--- config.mk ---
export PLATFORM = sky130hd
export DESIGN_NAME = seven_segment_capture
export DESIGN_NICKNAME = d
export VERILOG_FILES = /design/src/rtl/seven_segment_capture.sv
export SDC_FILE = /design/constraint.sdc
export NUM_CORES = 1
export LEC_CHECK = 0
export BUFFER_PORTS_ARGS = -buffer_cell sky130_fd_sc_hd__buf_4
export CAP_MARGIN = 20
export CORE_MARGIN = 5
export CORE_UTILIZATION = 31
export DETAILED_ROUTE_END_ITERATION = 10
export HOLD_SLACK_MARGIN = 0.06
export PLACE_DENSITY_LB_ADDON = 0.08
export SYNTH_ARGS = -nofsm -noshare
export SYNTH_HDL_FRONTEND = slang
export SYNTH_SLANG_ARGS = --single-unit
--- constraint.sdc ---
create_clock -name clk -period 6.05 [get_ports clk]
set_input_delay 1.815 -clock clk [delete_from_list [all_inputs] [get_ports clk]]
set_output_delay 1.815 -clock clk [all_outputs]
set_load 0.01 [all_outputs]
--- src/rtl/seven_segment_capture.sv ---
// Passive observer of a multiplexed 8-digit seven-segment display: debounces each
// digit dwell, decodes the glyph and rebuilds the digit word, dot mask and lit mask.
module seven_segment_capture #(
  parameter int STABLE_CYCLES = 4,
  parameter bit ACTIVE_LOW    = 1'b1
) (
  input  logic        clk,
  input  logic        rst,
  input  logic [7:0]  pos,
  input  logic [7:0]  segments,
  output logic [31:0] digit,
  output logic [7:0]  dot,
  output logic [7:0]  valid,
  output logic [7:0]  lit,
  output logic        frame_done,
  output logic        scan_error
);
  localparam logic [0:0]  ST_EMPTY  = 1'b0;
  localparam logic [0:0]  ST_TRACK  = 1'b1;
  localparam logic [15:0] CAP_COUNT = 16'(STABLE_CYCLES - 1);

  logic [7:0]  pos_q, pos_d, seg_q, seg_d;
  logic [7:0]  pos_prev_q, pos_prev_d, seg_prev_q, seg_prev_d;
  logic [15:0] cnt_q, cnt_d;
  logic        captured_q, captured_d;
  logic [0:0]  state_q, state_d;
  logic [2:0]  last_q, last_d;
  logic [7:0]  acc_q, acc_d;
  logic [31:0] digit_q, digit_d;
  logic [7:0]  dot_q, dot_d, valid_q, valid_d, lit_q, lit_d;
  logic        frame_done_q, frame_done_d, scan_error_q, scan_error_d;

  logic       same, one_hot, multi_hot, capture, known, blank;
  logic [2:0] idx;
  logic [3:0] glyph_val;
  logic [7:0] contrib;

  always_comb begin
    known     = 1'b1;
    glyph_val = 4'h0;
    case (seg_q[6:0])
      7'h3F: glyph_val = 4'h0;
      7'h06: glyph_val = 4'h1;
      7'h5B: glyph_val = 4'h2;
      7'h4F: glyph_val = 4'h3;
      7'h66: glyph_val = 4'h4;
      7'h6D: glyph_val = 4'h5;
      7'h7D: glyph_val = 4'h6;
      7'h07: glyph_val = 4'h7;
      7'h7F: glyph_val = 4'h8;
      7'h6F: glyph_val = 4'h9;
      7'h77: glyph_val = 4'hA;
      7'h7C: glyph_val = 4'hB;
      7'h39: glyph_val = 4'hC;
      7'h5E: glyph_val = 4'hD;
      7'h79: glyph_val = 4'hE;
      7'h71: glyph_val = 4'hF;
      default: known = 1'b0;
    endcase
  end

  always_comb begin
    idx = 3'd0;
    for (int i = 0; i < 8; i++) begin
      if (pos_q[i]) idx = 3'(i);
    end
  end

  always_comb begin
    pos_d      = ACTIVE_LOW ? ~pos : pos;
    seg_d      = ACTIVE_LOW ? ~segments : segments;
    pos_prev_d = pos_q;
    seg_prev_d = seg_q;

    same      = (pos_q == pos_prev_q) && (seg_q == seg_prev_q);
    one_hot   = (pos_q != 8'h00) && ((pos_q & (pos_q - 8'h01)) == 8'h00);
    multi_hot = (pos_q != 8'h00) && !one_hot;
    blank     = (seg_q[6:0] == 7'h00);
    contrib   = blank ? 8'h00 : (8'h01 << idx);

    // Blank gaps and multi-hot patterns hold the counter at zero.
    cnt_d = 16'h0;
    if (same && one_hot) cnt_d = (cnt_q == 16'hFFFF) ? cnt_q : cnt_q + 16'h1;
    capture    = same && one_hot && !captured_q && (cnt_d == CAP_COUNT);
    captured_d = (same && captured_q) || capture;

    state_d      = state_q;
    last_d       = last_q;
    acc_d        = acc_q;
    digit_d      = digit_q;
    dot_d        = dot_q;
    valid_d      = valid_q;
    lit_d        = lit_q;
    frame_done_d = 1'b0;
    scan_error_d = multi_hot && (pos_q != pos_prev_q);

    if (capture) begin
      dot_d[idx] = seg_q[7];
      if (known) begin
        digit_d[{idx, 2'b00} +: 4] = glyph_val;
        valid_d[idx]               = 1'b1;
      end else if (!blank) begin
        valid_d[idx] = 1'b0;
        scan_error_d = 1'b1;
      end
      // An index at or below the previous one means the scan has wrapped.
      if (state_q == ST_EMPTY) begin
        state_d = ST_TRACK;
        last_d  = idx;
        acc_d   = acc_q | contrib;
      end else if (idx <= last_q) begin
        frame_done_d = 1'b1;
        lit_d        = acc_q;
        acc_d        = contrib;
        last_d       = idx;
      end else begin
        last_d = idx;
        acc_d  = acc_q | contrib;
      end
    end
  end

  always_ff @(posedge clk) begin
    if (rst) begin
      pos_q        <= 8'h00;
      seg_q        <= 8'h00;
      pos_prev_q   <= 8'h00;
      seg_prev_q   <= 8'h00;
      cnt_q        <= 16'h0;
      captured_q   <= 1'b0;
      state_q      <= ST_EMPTY;
      last_q       <= 3'd0;
      acc_q        <= 8'h00;
      digit_q      <= 32'h0;
      dot_q        <= 8'h00;
      valid_q      <= 8'h00;
      lit_q        <= 8'h00;
      frame_done_q <= 1'b0;
      scan_error_q <= 1'b0;
    end else begin
      pos_q        <= pos_d;
      seg_q        <= seg_d;
      pos_prev_q   <= pos_prev_d;
      seg_prev_q   <= seg_prev_d;
      cnt_q        <= cnt_d;
      captured_q   <= captured_d;
      state_q      <= state_d;
      last_q       <= last_d;
      acc_q        <= acc_d;
      digit_q      <= digit_d;
      dot_q        <= dot_d;
      valid_q      <= valid_d;
      lit_q        <= lit_d;
      frame_done_q <= frame_done_d;
      scan_error_q <= scan_error_d;
    end
  end

  assign digit      = digit_q;
  assign dot        = dot_q;
  assign valid      = valid_q;
  assign lit        = lit_q;
  assign frame_done = frame_done_q;
  assign scan_error = scan_error_q;
endmodule
==> impl_results.md <==
- Die height: 143 um
- Cell types with the largest area share after synthesis: sky130_fd_sc_hd__dfxtp_1 43%, sky130_fd_sc_hd__mux2i_1 8.8%, sky130_fd_sc_hd__nand2_1 6.0%, sky130_fd_sc_hd__xnor2_1 3.4%, sky130_fd_sc_hd__nor2_1 3.1%
- Most frequent cell after synthesis: sky130_fd_sc_hd__dfxtp_1
- Synth area leader: sky130_fd_sc_hd__dfxtp_1
- Number of maximum-capacitance constraint violations: 0
- Number of enable flip-flop cells after synthesis: 0
- Number of pins with negative max-slew slack in the final report: 0
- P&R area growth vs syn: 23.8%
- Global-route wire length before repair: around 24000 um
- Final hold viol count: 0
- Detailed Route WL: between 10000 and 15000 um
- Share of synthesized flip-flops with an asynchronous set or reset: 0
- Critical path capture point type: register
- Worst IR Drop VDD: around 0.00019 V
- Series of cell instances along the critical path: ha_1 > nand3_1 > nor4_1 > mux2i_1 > nand4b_1 > or4_1 > nor4b_4 > mux2i_1
- # port buffers: 75
- Hold Slack: 0.450 ns
- Fraction of power consumed by combinational cells: 0.052
- Data arrival time at the worst-slack endpoint: 4.14 ns
- Sequential cell fraction of total power: 0.416
- Area share of the largest cell type after synthesis: 0.435
- Worst Path Max Fanout: 28
- Instance count after placement with tap cells included: 880
- Global-route usage over all layers: 0.148
- Core box area: around 17000 sq um
- Final nets: between 700 and 800
- Post-CTS Hold Buffers: 0
- Syn Area/Cell: just under 9 sq um
- Routed len/inst: between 15 and 20 um
- Required time of the critical path: 6.40 ns
- Synth Flop Type: sky130_fd_sc_hd__dfxtp_1
- Cell occurring most often along the worst timing path: sky130_fd_sc_hd__mux2i_1
- Status: complete, no violations
- Violation count after the first detailed-route iteration: roughly 250
- Number of inserted diodes: 0
- Post-CTS setup repair buffer count: 0
- Shortest period the worst path allows: around 3.8 ns
- Largest net degree at the start of global routing: 53
- Net load switching power: 0.460 mW
- Post-synthesis net count: around 650
- Setup Crit Path Kind: register to register
- Post-Synth XOR/XNOR Area: 0.0400
- Dominant combinational cell family by area after synthesis: simple AND/OR/NAND/NOR gates
- Achievable Freq: 0.263 GHz
- Drt via density: roughly 5
- Clock network fraction of total power: 0.532
- CP peak stage delay: around 0.97 ns
- Synthesized-area fraction occupied by ao, oa, aoi and oai cells: 0.111
- Final worst path period share: 0.628
- Number of resized instances in the post-cts repair step: 0
- Initial cell density of the core: 0.317
- Number of remaining DRC errors: 0
- Ports: 76
- Number of buffers created by CTS: 17
- Post-Route Setup TNS: 0 ns
- Simple-gate share of the synthesized area: 0.261
- Clock edge transition at the registers on the reported setup and hold paths: approximately 0.060 ns
- Transition time at the pin with the least slew margin: around 1.0 ns
- Total number of vias: between 4000 and 5000
- Number of global-route vias before repair: 4403
- Setup repair after global routing missed its margin: false
- Seq/Total Area, Yosys: 0.435
- Root Buffer Master: sky130_fd_sc_hd__clkbuf_16
- HPWL Detailed: between 10000 and 15000 um
- Congestion Overflow GR: 0
- Total power density per cell area: approximately 290 nW/um^2
- RD Place Congestion: roughly 0.86
- Share of post-route cells with drive strength above 1: 0.179
- Kind of launch point of the worst setup path: register
- Post-Synthesis Cells: between 600 and 700
- Area enclosed by the die boundary: approximately 20000 sq um
- Worst clock skew on the final layout: ~0.0057 ns
- Maximum count of clock buffers along a single path: 2
- Worst hold path type: register to register
- Max transition margin: 0.311
- First-pass iteration count of the detailed router: 4
- Count of standard-cell rows: 48
- Static Leak: between 2 and 3 nW
- Number of sinks on the clock net: 119
- Total of warnings raised by yosys: 0
- Number of levels in the clock H-tree: 4
- Switching share of power: 0.235
- Most used standard cells in the synthesized netlist: 119 x sky130_fd_sc_hd__dfxtp_1, 88 x sky130_fd_sc_hd__nand2_1, 48 x sky130_fd_sc_hd__mux2i_1, 45 x sky130_fd_sc_hd__nor2_1, 28 x sky130_fd_sc_hd__nand3_1
- Fraction of the mapped netlist area in adder cells: 0.0247
- Netlist cell types: 62
- Final core occ: 0.392
- Share of synthesized area spent on multiplexers: 0.0877
- Worst path slowest cell: sky130_fd_sc_hd__or4_1
- Antenna Nets Post-Route: 0
- TritonCTS clock tree: done
- Flop and latch count out of synthesis: about 120
- Setup violations, final: 0
- Number of antenna violations at the first check in global routing: 0
- Worst-Skew Late Latency: 0.42 ns
- Count of non-filler cells in the finished layout: slightly above 900
- Total power draw: ~2 mW
- Cell area after synthesis: 5480 sq um
- Internal Power: between 1 and 1.5 mW
- Chip width: approximately 140 um
[sequential cells by signal, indices dropped and copies added, names as in the netlist, 3 cells and up, named ones only]
signal / cells
digit: 32
cnt_q: 16
acc_q: 8
dot: 8
lit: 8
pos_prev_d: 8
pos_prev_q: 8
seg_prev_d: 8
seg_prev_q: 8
last_q: 3
[power by group through the flow]
stage	combinational (mW)	sequential, mW	clock [mW]
final	0.101	0.814	1.04
after global routing	0.115	0.816	1.10
after CTS	0.103	0.814	1.07
after detailed placement	0.102	0.831	0
after global placement	0.102	0.830	0
after floorplan	0.0822	0.817	0
[cells by family after synthesis]
logic type	after synthesis
AOI/OAI and AO/OA	86
and+or+nand+nor	275
DFF	119
muxes	48
buffers and inverters	54
xor gates and xnor gates	25
adders and majority gates	11
[layer usage]
metal	wire, um	global-route usage	vias up
met4	267	0.0530	0
met3	685	0.0412	23
li1	-	-	2321
met1	6920	0.193	2138
met5	0	0	-
met2	6890	0.233	87
[metrics by stage]
stage               instance area, sq um  worst slack (ns)
floorplan                           5480              3.11
global placement                    6170              2.45
detailed placement                  6170              2.27
CTS                                 6780              2.24
global route                        6780              1.94
finish                              6780              2.25
[cell usage in the layout, fill, tap and decap left out, types with 17 or more instances in the layout]
cell / instances
sky130_fd_sc_hd__dfxtp_1: 119
sky130_fd_sc_hd__mux2i_1: 48
sky130_fd_sc_hd__clkbuf_16: 17
sky130_fd_sc_hd__nand3_1: 28
sky130_fd_sc_hd__nor2b_1: 23
sky130_fd_sc_hd__xnor2_1: 21
sky130_fd_sc_hd__nor2_1: 45
sky130_fd_sc_hd__nand2_1: 88
sky130_fd_sc_hd__buf_4: 77
sky130_fd_sc_hd__nand4_1: 19
[final timing paths]
kind | startpoint | to | slack [ns] | cells after the start
max | cnt_q[0]$_SDFF_PP0_ | digit[0]$_SDFFE_PP0P_ | 2.25 | 8
min | last_q[1]$_SDFFE_PP0P_ | last_q[1]$_SDFFE_PP0P_ | 0.45 | 2
max reg2reg | cnt_q[0]$_SDFF_PP0_ | digit[0]$_SDFFE_PP0P_ | 2.25 | 8
min reg2reg | last_q[1]$_SDFFE_PP0P_ | last_q[1]$_SDFFE_PP0P_ | 0.45 | 2
[cell type report]
class                           instances  area [sq um]
Clock buffer                           18           439
Tap cell                              225           282
Fill cell                            1772         10500
Inverter                               14          52.6
Timing Repair Buffer                   77           578
Multi-Input combinational cell        445          2870
Clock inverter                         14           175
Sequential cell                       119          2380
[critical path: cells and delay by family, from the launching register on]
kind,cells,cell delay [ns]
simple gates,5,2.41
mux,2,0.58
fa+ha+maj,1,0.25
flops,1,0.47
No activity file was read; power rests on OpenSTA's default activity.
